### src/rtl/div_pkg.sv
// Shared constants and state encoding for the signed sequential divider.
//   N_W      : dividend width (two's complement, product width of the 9x9 multiplier)
//   D_W      : divisor / quotient / remainder width (two's complement)
//   ITER_CNT : number of ITER cycles, one per dividend bit
//   CNT_W    : width of the ITER step down-counter
package div_pkg;

   localparam int N_W      = 17;
   localparam int D_W      = 9;
   localparam int ITER_CNT = N_W;
   localparam int CNT_W    = 5;

   typedef enum logic [3:0] {
      IDLE = 4'd0,
      ITER = 4'd1,
      FIX  = 4'd2,
      DONE = 4'd3
   } state_t;

endpackage

### src/rtl/div_step.sv
// One restoring radix-2 division step on unsigned magnitudes.
// Ports:
//   rem_i   : current partial remainder (D_W+1 bits, top bit is a guard bit)
//   bit_i   : next dividend bit, MSB first
//   dvsr_i  : divisor magnitude |b| (D_W bits, up to 2**(D_W-1))
//   rem_o   : next partial remainder
//   qbit_o  : quotient bit produced by this step
module div_step
   import div_pkg::*;
(
   input  logic [D_W:0]   rem_i,
   input  logic           bit_i,
   input  logic [D_W-1:0] dvsr_i,
   output logic [D_W:0]   rem_o,
   output logic           qbit_o
);

   logic [D_W:0]   shifted;
   logic [D_W+1:0] trial;

   // rem_i < |b| <= 256 so its guard bit is always clear; dropping it loses nothing.
   assign shifted = {rem_i[D_W-1:0], bit_i};
   // One extra bit so the sign of the trial subtraction is visible.
   assign trial   = {1'b0, shifted} - {2'b00, dvsr_i};

   always_comb begin
      rem_o  = shifted;
      qbit_o = 1'b0;
      if (!trial[D_W+1]) begin
         rem_o  = trial[D_W:0];
         qbit_o = 1'b1;
      end
   end

endmodule

### src/rtl/signed_seq_divider.sv
// Sequential signed divider (truncating toward zero): 17-bit dividend by
// 9-bit divisor, 9-bit quotient and remainder, start/done handshake.
// Optional build macro: DIVIDER_STATE_PORT_EN adds output state[3:0]
// showing the current FSM encoding.
// Ports:
//   clock       : system clock, rising edge
//   reset       : asynchronous, active-high; forces IDLE and clears outputs
//   start       : request, sampled only in IDLE
//   a           : dividend, two's complement, N_W bits
//   b           : divisor, two's complement, D_W bits
//   quotient    : signed quotient (low D_W bits of true quotient)
//   remainder   : signed remainder, sign follows the dividend
//   busy        : high in every state except IDLE
//   done        : one-cycle pulse, results valid from this cycle on
//   div_by_zero : sticky until next accepted start
//   overflow    : true quotient outside [-256,255], sticky until next accepted start
//
// state | meaning
// IDLE  | waiting for start; results held
// ITER  | one restoring step per cycle, 17 cycles, dividend MSB first
// FIX   | apply signs to magnitudes, evaluate overflow
// DONE  | raise done for the following cycle, return to IDLE
module signed_seq_divider
   import div_pkg::*;
(
   input  logic           clock,
   input  logic           reset,
   input  logic           start,
   input  logic [N_W-1:0] a,
   input  logic [D_W-1:0] b,
   output logic [D_W-1:0] quotient,
   output logic [D_W-1:0] remainder,
   output logic           busy,
   output logic           done,
   output logic           div_by_zero,
   output logic           overflow
`ifdef DIVIDER_STATE_PORT_EN
   ,
   output logic [3:0]     state
`endif
);

   state_t         state_q;
   logic [N_W-1:0] a_mag_q;
   logic [D_W-1:0] b_mag_q;
   logic           sa_q;
   logic           sb_q;
   logic [D_W:0]   rem_q;
   logic [N_W-1:0] q_sh_q;
   logic [CNT_W-1:0] cnt_q;

   logic [D_W-1:0] quotient_q;
   logic [D_W-1:0] remainder_q;
   logic           busy_q;
   logic           done_q;
   logic           dbz_q;
   logic           ovf_q;

   logic [N_W-1:0] a_mag_d;
   logic [D_W-1:0] b_mag_d;
   logic [D_W:0]   rem_d;
   logic           qbit_d;
   logic [D_W-1:0] q_lo;
   logic [D_W-1:0] r_lo;

   // -65536 maps to 0x10000, which fits the unsigned 17-bit magnitude.
   assign a_mag_d = a[N_W-1] ? (~a + 1'b1) : a;
   assign b_mag_d = b[D_W-1] ? (~b + 1'b1) : b;

   div_step u_step (
      .rem_i  (rem_q),
      .bit_i  (a_mag_q[N_W-1]),
      .dvsr_i (b_mag_q),
      .rem_o  (rem_d),
      .qbit_o (qbit_d)
   );

   assign q_lo = q_sh_q[D_W-1:0];
   assign r_lo = rem_q[D_W-1:0];

   always_ff @(posedge clock or posedge reset) begin
      if (reset) begin
         state_q     <= IDLE;
         a_mag_q     <= '0;
         b_mag_q     <= '0;
         sa_q        <= 1'b0;
         sb_q        <= 1'b0;
         rem_q       <= '0;
         q_sh_q      <= '0;
         cnt_q       <= '0;
         quotient_q  <= '0;
         remainder_q <= '0;
         busy_q      <= 1'b0;
         done_q      <= 1'b0;
         dbz_q       <= 1'b0;
         ovf_q       <= 1'b0;
      end else begin
         done_q <= 1'b0;
         case (state_q)
            IDLE: begin
               if (start) begin
                  a_mag_q <= a_mag_d;
                  b_mag_q <= b_mag_d;
                  sa_q    <= a[N_W-1];
                  sb_q    <= b[D_W-1];
                  rem_q   <= '0;
                  q_sh_q  <= '0;
                  cnt_q   <= CNT_W'(ITER_CNT - 1);
                  ovf_q   <= 1'b0;
                  busy_q  <= 1'b1;
                  if (b == '0) begin
                     dbz_q       <= 1'b1;
                     quotient_q  <= '0;
                     remainder_q <= '0;
                     state_q     <= DONE;
                  end else begin
                     dbz_q   <= 1'b0;
                     state_q <= ITER;
                  end
               end
            end
            ITER: begin
               rem_q   <= rem_d;
               q_sh_q  <= {q_sh_q[N_W-2:0], qbit_d};
               a_mag_q <= {a_mag_q[N_W-2:0], 1'b0};
               cnt_q   <= cnt_q - 1'b1;
               if (cnt_q == '0) begin
                  state_q <= FIX;
               end
            end
            FIX: begin
               // Negating the low bits equals the low bits of the negation.
               quotient_q  <= (sa_q ^ sb_q) ? (~q_lo + 1'b1) : q_lo;
               remainder_q <= sa_q ? (~r_lo + 1'b1) : r_lo;
               // A negative result may reach -256; a positive one only 255.
               ovf_q   <= (sa_q == sb_q) ? (q_sh_q > N_W'(255)) : (q_sh_q > N_W'(256));
               state_q <= DONE;
            end
            DONE: begin
               done_q  <= 1'b1;
               busy_q  <= 1'b0;
               state_q <= IDLE;
            end
            default: begin
               busy_q  <= 1'b0;
               state_q <= IDLE;
            end
         endcase
      end
   end

   assign quotient    = quotient_q;
   assign remainder   = remainder_q;
   assign busy        = busy_q;
   assign done        = done_q;
   assign div_by_zero = dbz_q;
   assign overflow    = ovf_q;

`ifdef DIVIDER_STATE_PORT_EN
   assign state = state_q;
`endif

endmodule
### config.mk
export PLATFORM = sky130hd
export DESIGN_NAME = signed_seq_divider
export DESIGN_NICKNAME = d
export VERILOG_FILES = /design/src/rtl/div_pkg.sv /design/src/rtl/div_step.sv /design/src/rtl/signed_seq_divider.sv
export SDC_FILE = /design/constraint.sdc
export NUM_CORES = 1
export LEC_CHECK = 0
export ABC_AREA = 1
export ABC_CLOCK_PERIOD_IN_PS = 2900
export CAP_MARGIN = 40
export CORE_MARGIN = 2
export CORE_UTILIZATION = 55
export DETAILED_ROUTE_END_ITERATION = 10
export GPL_ROUTABILITY_DRIVEN = 0
export PLACE_DENSITY = 0.79
export SKIP_CTS_REPAIR_TIMING = 1
export SYNTH_ARGS = -nofsm -noshare
export SYNTH_HDL_FRONTEND = slang
export SYNTH_HIERARCHICAL = 1
export SYNTH_SLANG_ARGS = --single-unit
### constraint.sdc
create_clock -name clock -period 2.9 [get_ports clock]
set_input_delay 0.29 -clock clock [delete_from_list [all_inputs] [get_ports clock]]
set_output_delay 0.29 -clock clock [all_outputs]
set_load 0.01 [all_outputs]
======== Yosys cells after proc, flatten, opt, wreduce, memory -nomap -nowiden ========
Cells that the tools add are included.
Widths: inputs -> output; s select.
operators by class
  reduce and logical (&&, ||, !) cells .... 12
  bitwise operators ....................... 6
  eq/ne operators ......................... 7
  order comparisons ....................... 2
  multiplexer cells ....................... 29
  add/subtract/negate cells ............... 6
operator list
  operator               count
  $pmux 17 s2            2
  $mux 9                 7
  $pmux 9 s2             3
  $mux 17                3
  $add 9x1->9 const B    3
  $not 9->9              3
  $add 17x1->17 const B  1
  $gt 17x8->1 const B    1
  $gt 17x9->1 const B    1
  $not 17->17            1
  $pmux 4 s3             1
  $sub 10x9->11          1
  $pmux 5 s2             1
  $reduce_and 2->1       5
  $logic_not 9->1        1
  $eq 4x2->1 const B     2
  $mux 4                 2
  $mux 1                 6
  $ne 2x2->1 const B     3
  $logic_not 5->1        1
  $mux 5                 1
  $sub 5x1->5 const B    1
  $eq 4x1->1 const B     1
  $logic_not 4->1        1
  8 further kinds        10
word-level totals
  word-level logic and storage cells ...... 76
  bits in registers ....................... 85
  output and inout bits ................... 22

======== Depth between registers and ports, before layout ========
Gate-level depths: netlist (run 1).
  depth after elaboration ................. 5
  gate-level depth with buffers ........... 13

======== Modules after synthesis ========
Netlist (run 1), hierarchy kept.
by module, submodules not included
  module              sequential area each (sq um)  instances  cells each  area an instance (sq um)
  signed_seq_divider  2102.0                        1          592         4559.4
  div_step            0.0                           1          137         778.2

======== Least setup slack after synthesis (run 1) ========
OpenSTA, ideal clock, no wires.
  kind .................................... register to register
  start ................................... reg a_mag_q[16]
  end ..................................... reg rem_q[1]
  data arrival time ....................... 1731 ps
  slack ................................... 1086 ps
  stages on the path, launching flop included .. 11
  required time ........................... 2817 ps
  setup time .............................. 83 ps
  cell sequence ........................... dfrtp_1 -> inv_1 -> ha_1 -> inv_1 -> fa_1 -> nand3_4 -> nand3_4 -> buf_12 -> o21ai_0 -> nand3_1 -> o21ai_0
between the ends
  longest elaborated chain between the ends .. 3
RTL lines
  item                    RTL line                   text
  from (decl)             signed_seq_divider.sv:44   logic [N_W-1:0] a_mag_q;
  from (signal assigned)  signed_seq_divider.sv:102  a_mag_q <= a_mag_d;
  from (signal assigned)  signed_seq_divider.sv:125  a_mag_q <= {a_mag_q[N_W-2:0], 1'b0};
  $sub 10x9->11           div_step.sv:24             assign trial = {1'b0, shifted} - {2'b00, dvsr_i};
  $mux 9                  div_step.sv:29             if (!trial[D_W+1]) begin
  net rem_d[1]            signed_seq_divider.sv:61   logic [D_W:0] rem_d;
  $pmux 9 s2              signed_seq_divider.sv:99   case (state_q)
  to (signal assigned)    signed_seq_divider.sv:123  rem_q <= rem_d;
  to (decl)               signed_seq_divider.sv:48   logic [D_W:0] rem_q;
The timed path passes the listed nets, and every way through them passes these cells.
A chain may end at the register's enable or synchronous reset.

======== Final worst setup path (run 1) ========
  start ................................... reg state_q[0]
  end ..................................... reg cnt_q[4]
between the ends
  longest elaborated chain between the ends .. 3
RTL lines
  item                                                              RTL line                   text
  from (decl)                                                       signed_seq_divider.sv:43   state_t state_q;
  from (signal assigned)                                            signed_seq_divider.sv:83   state_q <= IDLE;
  from (signal assigned)                                            signed_seq_divider.sv:115  state_q <= DONE;
  from (signal assigned)                                            signed_seq_divider.sv:118  state_q <= ITER;
  $eq 4x1->1 / $logic_not 4->1 (equally long branches)              signed_seq_divider.sv:99
  $reduce_bool 2->1 (no line) / $ne 2x2->1 (equally long branches)  --
  $reduce_and 2->1 (no line)                                        --
  to (signal assigned)                                              signed_seq_divider.sv:108  cnt_q <= CNT_W'(ITER_CNT - 1);
  to (signal assigned)                                              signed_seq_divider.sv:126  cnt_q <= cnt_q - 1'b1;
  to (decl)                                                         signed_seq_divider.sv:50   logic [CNT_W-1:0] cnt_q;
Several ways; a longest one is shown, not always the timed one.

==> results.tsv, run 1 <==
stage	metric	value	unit
sta	crit share post-route	75.5	%
synth	yosys warns	6	
sta	fmax	457	MHz
sta	worst slew pin tran	0.730	ns
cells_and_area	register area	0.00208	mm2
power_and_ir_drop	PD cells	1060	mW/mm2
setup_path	crit-path max FO	24	
setup_path	WS Path Type	flop to flop	
synth	synthesized area	0.00520	mm2
routing	router iterations before antenna repair	5	
sta	Fin Setup TNS	0	ns
setup_path	Reg-to-Reg Start	state_q[0]	
sta	worst setup margin	0.712	ns
cells_and_area	nets	799	
status	status	completed	
placed_design	number of port buffers	50	
routing	DRC	0	
clock_tree	CTS Buf Count	9	
routing	met2 WL	5650	um
setup_path	CP Cell Sequence	inv_1, ha_1, nand2_2, o21ai_2, buf_4, nand2_1, or2_1, o21ai_1, nand3_1	
run	Max-Cap Viols	0	
clock_tree	Root Buffer	clkbuf_8	
routing	top routing layer in use	met4	
sta	RSZ-0062 raised after global routing	false	
die	Die Wd	101	um
sta	final slew viol count	0	
placed_design	dpl ws	0.619	ns
setup_path	Setup crit start	state_q[0]	
routing	Initial DRC Count	215	
power_and_ir_drop	overall power	6340	uW
global_route	number of global-route vias before repair	4521	
setup_path	Worst Path Required	3.14	ns
sta	Setup-failing EPs final	0	
global_route	first-pass GRT wire length	20000	um
power_and_ir_drop	Max VDD drop	0.413	mV
setup_path	worst stage delay on the critical path	0.43	ns
routing	wl on met1	5200	um
setup_path	Worst R2R End	cnt_q[4]	
sta	Final Skew	0.0132	ns
clock_tree	clock buffer depth	2	
sta	Max-slew headroom	51.3	%
setup_path	Setup crit start kind	flop	
routing	final wirelength	11500	um
die	height of the die	101	um
placed_design	detailed-placement wirelength estimate	8660	um
global_route	initial antenna violation count	0	
clock_tree	CTS clk-pin slew, worst paths	0.09	ns
cells_and_area	Fillers	823	
cells_and_area	layout cells sized above 1	7.84	%
setup_path	Slowest cell on crit path	dfrtp_1	
global_route	Overflow after GRT	0	
die	Ports	51	
cells_and_area	ANT cells	0	
setup_path	Crit. End Element	flop	
clock_tree	CTS sink count	83	
routing	vias per cell	5.49	
routing	antenna viol nets, final	0	
setup_path	flop2flop setup slack	0.71	ns
clock_tree	CTS tree	built	
hold_path	hold crit path type	input port to asynchronous set/reset pin	
cells_and_area	area occupied by multi-input gates	0.00263	mm2
synth	Post-Synthesis Net Count	755	
setup_path	number of cells on the worst reg-to-reg path	9	
sta	min cycle time layout	2.19	ns
die	die area	0.0103	mm2
power_and_ir_drop	Pleak	0.00295	uW
die	Initial Util	56.6	%
clock_tree	Worst-Skew Late Latency	0.35	ns
routing	total vias in the final route	4744	
synth	Avg Synthesized Cell Area	7.39	um2
cells_and_area	Layout area overhead	14.4	%
sta	Final Hold Viols	0	
die	Core Box Area	0.00920	mm2
global_route	Global Route Usage Sum	24.0	%
clock_tree	H-Tree Depth	3	
die	Site Rows	35	
routing	Avg WL per Cell	13.3	um
setup_path	critical path arrival	2.43	ns
synth	Mapped Cells	704	
routing	met3 WL	534	um
global_route	largest net degree at the start of global routing	49	
sequential cells by signal, indices dropped and copies added, names as in the netlist:
signal / count
done: 1
cnt_q: 5
rem_q: 9
quotient: 9
state_q: 2
sa_q: 1
busy: 1
q_sh_q: 17
b_mag_q: 9
overflow: 1
a_mag_q: 17
remainder: 9
div_by_zero: 1
sb_q: 1
metal layers:
layer  vias to the layer above  GRT usage (%)
met3                        15           4.07
li1                       2360              -
met5                         -              0
met2                       146           41.1
met1                      2223           31.3
met4                         0           7.28
power by group:
group,internal (uW),switching (uW)
clock,346,439
sequential,1570,321
combinational,1320,2340
cell usage in the layout, fill, tap and decap left out, drive strengths merged:
cell type / instances
ha: 21
nand4: 12
xnor2: 3
inv: 96
o21ai: 62
clkbuf: 10
clkdlybuf4s50: 50
nand2: 195
buf: 7
nor4: 2
or2: 5
a22oi: 2
a21oi: 35
clkinv: 4
xor2: 10
nor3: 11
nand3: 59
and2: 1
o22ai: 16
nor2: 61
o31ai: 1
dfrtp: 83
nand3b: 6
fa: 1
worst max path at each step:
stage | endpoint | slack, ns | depth (start not counted)
after floorplan | a_mag_q[0] | 0.47 | 1
after global placement | cnt_q[4] | 0.67 | 8
after detailed placement | cnt_q[4] | 0.62 | 8
after CTS | cnt_q[4] | 0.74 | 9
after global routing | cnt_q[4] | 0.44 | 9
final | cnt_q[4] | 0.71 | 9
metrics by stage:
| stage | hold slack, ns | std cells | utilization, % | instance area [um2] |
|---|---|---|---|---|
| after floorplan | 0.444 | 704 | - | 5200 |
| after global placement | 0.455 | 847 | 62.4 | 5740 |
| after detailed placement | 0.465 | 848 | 62.7 | 5770 |
| after CTS | 0.114 | 864 | 64.8 | 5960 |
| after global routing | 0.117 | 864 | 64.8 | 5960 |
| final | 0.126 | 864 | 64.8 | 5960 |
worst max-delay path, delay by kind of cell (launching register included):
kind	cells	cell delay (ns)
AOI/OAI and AO/OA	2	0.30
and+or+nand+nor	4	0.70
buffers and inverters	2	0.39
adders and majority gates	1	0.27
DFF	1	0.43
final cells by class:
| cell class | count | share of cell area [%] |
|---|---|---|
| Clock buffer | 10 | 2.31 |
| Clock inverter | 6 | 0.798 |
| Inverter | 94 | 5.99 |
| Multi-Input combinational cell | 503 | 44.1 |
| Sequential cell | 83 | 34.9 |
| Tap cell | 111 | 2.33 |
| Timing Repair Buffer | 57 | 9.62 |
Note: power is estimated with default switching activity, not from simulation.
==> inputs of run 2 (changes only) <==
- ABC_CLOCK_PERIOD_IN_PS: 2900 -> 2000
- CORE_UTILIZATION: 55 -> 53
- PLACE_DENSITY: 0.79 -> 0.8
- clock period: 2.9 -> 2 ns (I/O delays scaled with it)
==> run 2 against run 1 <==
Combinational power increased by 62%. Register-to-register slack got worse by 0.62 ns. Utilization decreased by 0.87 points. Die area increased by 3.6%. Clock power increased by 38%. Critical path depth increased by 4. First-iteration DRC count increased by 29%. Largest cell class unchanged. Clock skew decreased by 0.0036 ns. Count of clock-buffer cells in the layout increased by 1. Worst setup slack got worse by 0.62 ns. Hold slack improved by 0.11 ns.
==> results.tsv, run 2 (same netlist as run 1, synthesis figures left out) <==
stage	metric	value	unit	change
status	status	completed		unchanged
clock_tree	CTS Buf Count	9		unchanged
setup_path	critical path arrival	2.19	ns	was 2.43 ns
die	Core Box Area	0.00964	mm2	was 0.00920 mm2
run	Max-Cap Viols	0		unchanged
setup_path	CP Cell Sequence	inv_1, ha_1, inv_1, fa_2, nand3_1, nand3_2, nand2_1, nand2_1, nand2_1, nand3_2, nand2_1, nand3_1, o21ai_0		was inv_1, ha_1, nand2_2, o21ai_2, buf_4, nand2_1, or2_1, o21ai_1, nand3_1
routing	final wirelength	12300	um	was 11500 um
hold_path	hold crit path type	input port to asynchronous set/reset pin		unchanged
sta	final slew viol count	0		unchanged
clock_tree	clock buffer depth	2		unchanged
cells_and_area	layout cells sized above 1	10.1	%	was 7.84%
routing	Avg WL per Cell	13.6	um	was 13.3 um
global_route	met1 usage	29.6	%	was 31.3%
sta	min cycle time layout	1.91	ns	was 2.19 ns
clock_tree	CTS sink count	83		unchanged
setup_path	Top Family by Delay on Critical Path	simple AND/OR/NAND/NOR gates		unchanged
global_route	first-pass GRT wire length	20300	um	was 20000 um
die	Ports	51		unchanged
global_route	Global Route Usage Sum	24.2	%	was 24.0%
setup_path	Worst Path Required	2.28	ns	was 3.14 ns
routing	vias per cell	5.40		was 5.49
die	Initial Util	54.0	%	was 56.6%
cells_and_area	biggest registers after layout	a_mag_q x17, q_sh_q x17		unchanged
cells_and_area	Layout area overhead	18.3	%	was 14.4%
sta	crit share post-route	95.4	%	was 75.5%
cells_and_area	nets	816		was 799
sta	Final Hold Viols	0		unchanged
sta	Final Skew	0.00966	ns	was 0.0132 ns
sta	Setup-failing EPs final	0		unchanged
routing	DRC	0		unchanged
cells_and_area	ANT cells	0		unchanged
setup_path	Most common cell on crit path	nand2_1		
clock_tree	Worst-Skew Late Latency	0.36	ns	was 0.35 ns
clock_tree	Root Buffer	clkbuf_8		unchanged
setup_path	WS Path Type	flop to flop		unchanged
global_route	GRT met3 Usage	3.46	%	was 4.07%
setup_path	crit-path max FO	3		was 24
global_route	GR Util met2	43.4	%	was 41.1%
sta	fmax	524	MHz	was 457 MHz
setup_path	Slowest cell on crit path	fa_2		was dfrtp_1
global_route	initial antenna violation count	0		unchanged
sta	worst slew pin tran	0.565	ns	was 0.730 ns
routing	antenna viol nets, final	0		unchanged
placed_design	number of port buffers	50		unchanged
sta	Fin Setup TNS	0	ns	unchanged
cells_and_area	most common cell after layout, fill and taps aside	nand2_1		unchanged
die	height of the die	103	um	was 101 um
cells_and_area	commonest cells after routing, fill and taps aside	187 x nand2_1, 88 x inv_1, 83 x dfrtp_1, 57 x nor2_1, 52 x o21ai_0		was 187 x nand2_1, 88 x inv_1, 83 x dfrtp_1, 57 x nor2_1, 53 x o21ai_0
placed_design	detailed-placement wirelength estimate	9040	um	was 8660 um
global_route	largest net degree at the start of global routing	37		was 49
setup_path	Crit. End Element	flop		unchanged
setup_path	Buf/Inv on CP	2		unchanged
power_and_ir_drop	Psw	4750	uW	was 3100 uW
die	die area	0.0106	mm2	was 0.0103 mm2
clock_tree	CTS clk-pin slew, worst paths	0.08	ns	was 0.09 ns
power_and_ir_drop	Pleak	0.00304	uW	was 0.00295 uW
setup_path	worst stage delay on the critical path	0.40	ns	was 0.43 ns
global_route	number of global-route vias before repair	4556		was 4521
setup_path	Setup crit start kind	flop		unchanged
cells_and_area	Core Util, Final	63.9	%	was 64.8%
power_and_ir_drop	Clk pwr share	11.1	%	was 12.4%
power_and_ir_drop	PD cells	1580	mW/mm2	was 1060 mW/mm2
routing	total vias in the final route	4867		was 4744
power_and_ir_drop	Max VDD drop	0.741	mV	was 0.413 mV
power_and_ir_drop	Pint	4990	uW	was 3240 uW
global_route	GRT Max-Usage Layer	met2		unchanged
clock_tree	CTS tree	built		unchanged
clock_tree	H-Tree Depth	3		unchanged
die	Site Rows	36		was 35
routing	router iterations before antenna repair	5		unchanged
power_and_ir_drop	switching portion of total power	48.8	%	was 48.9%
routing	Initial DRC Count	278		was 215
power_and_ir_drop	Flop pwr share	28.0	%	was 29.9%
die	Die Wd	103	um	was 101 um
sta	Max-slew headroom	62.2	%	was 51.3%
power_and_ir_drop	combinational power share	60.8	%	was 57.8%
global_route	Overflow after GRT	0		unchanged
[run 2: cell types whose count changed in the layout (fill, tap and decap cells not counted), moves of 2 or more]
cell	previous run	this run
ha_1	21	19
clkinvlp_4	0	2
buf_4	6	20
buf_12	0	3
[run 2: power by group through the flow]
stage	combinational, uW	sequential [uW]	clock, uW
after floorplan	4210	2700	0
after global placement	5310	2720	0
after detailed placement	5530	2740	0
after CTS	5590	2710	1100
after global routing	6600	2800	1170
final	5920	2730	1080
[run 2: metrics by stage]
stage	hold slack, ns	std cells	setup slack, ns	power (uW)	cell area (um2)
floorplan	0.367	704	0.203	6910	5210
global placement	0.454	885	0.0959	8030	5930
detailed placement	0.460	885	0.0122	8270	5930
CTS	0.243	900	0.0287	9400	6100
global route	0.267	902	-0.00960	10600	6160
finish	0.235	902	0.0911	9730	6160
[run 2: layout make-up]
cell class                      instances  area, um2
Fill cell                             870       3480
Multi-Input combinational cell        504       2680
Sequential cell                        83       2080
Timing Repair Buffer                   73        711
Inverter                               94        359
Tap cell                              133        166
Clock buffer                           11        141
Clock inverter                          4       26.3
[run 2: worst paths after layout]
check                          endpoint  depth (start not counted)  slack [ns]         from
setup / recovery               rem_q[8]                         13        0.09  a_mag_q[16]
hold / removal               b_mag_q[3]                          2        0.23        reset
setup reg to reg               rem_q[8]                         13        0.09  a_mag_q[16]
hold reg to reg             quotient[1]                          2        0.47  quotient[1]
max in group asynchronous  remainder[4]                          3        1.20        reset
min in group clock          quotient[1]                          2        0.47  quotient[1]
[run 2: metal layers]
layer	routed length, um	part of all wire, %
met1	5310	43
met2	6130	50
met3	701	5.7
met4	141	1.1
met5	0	0
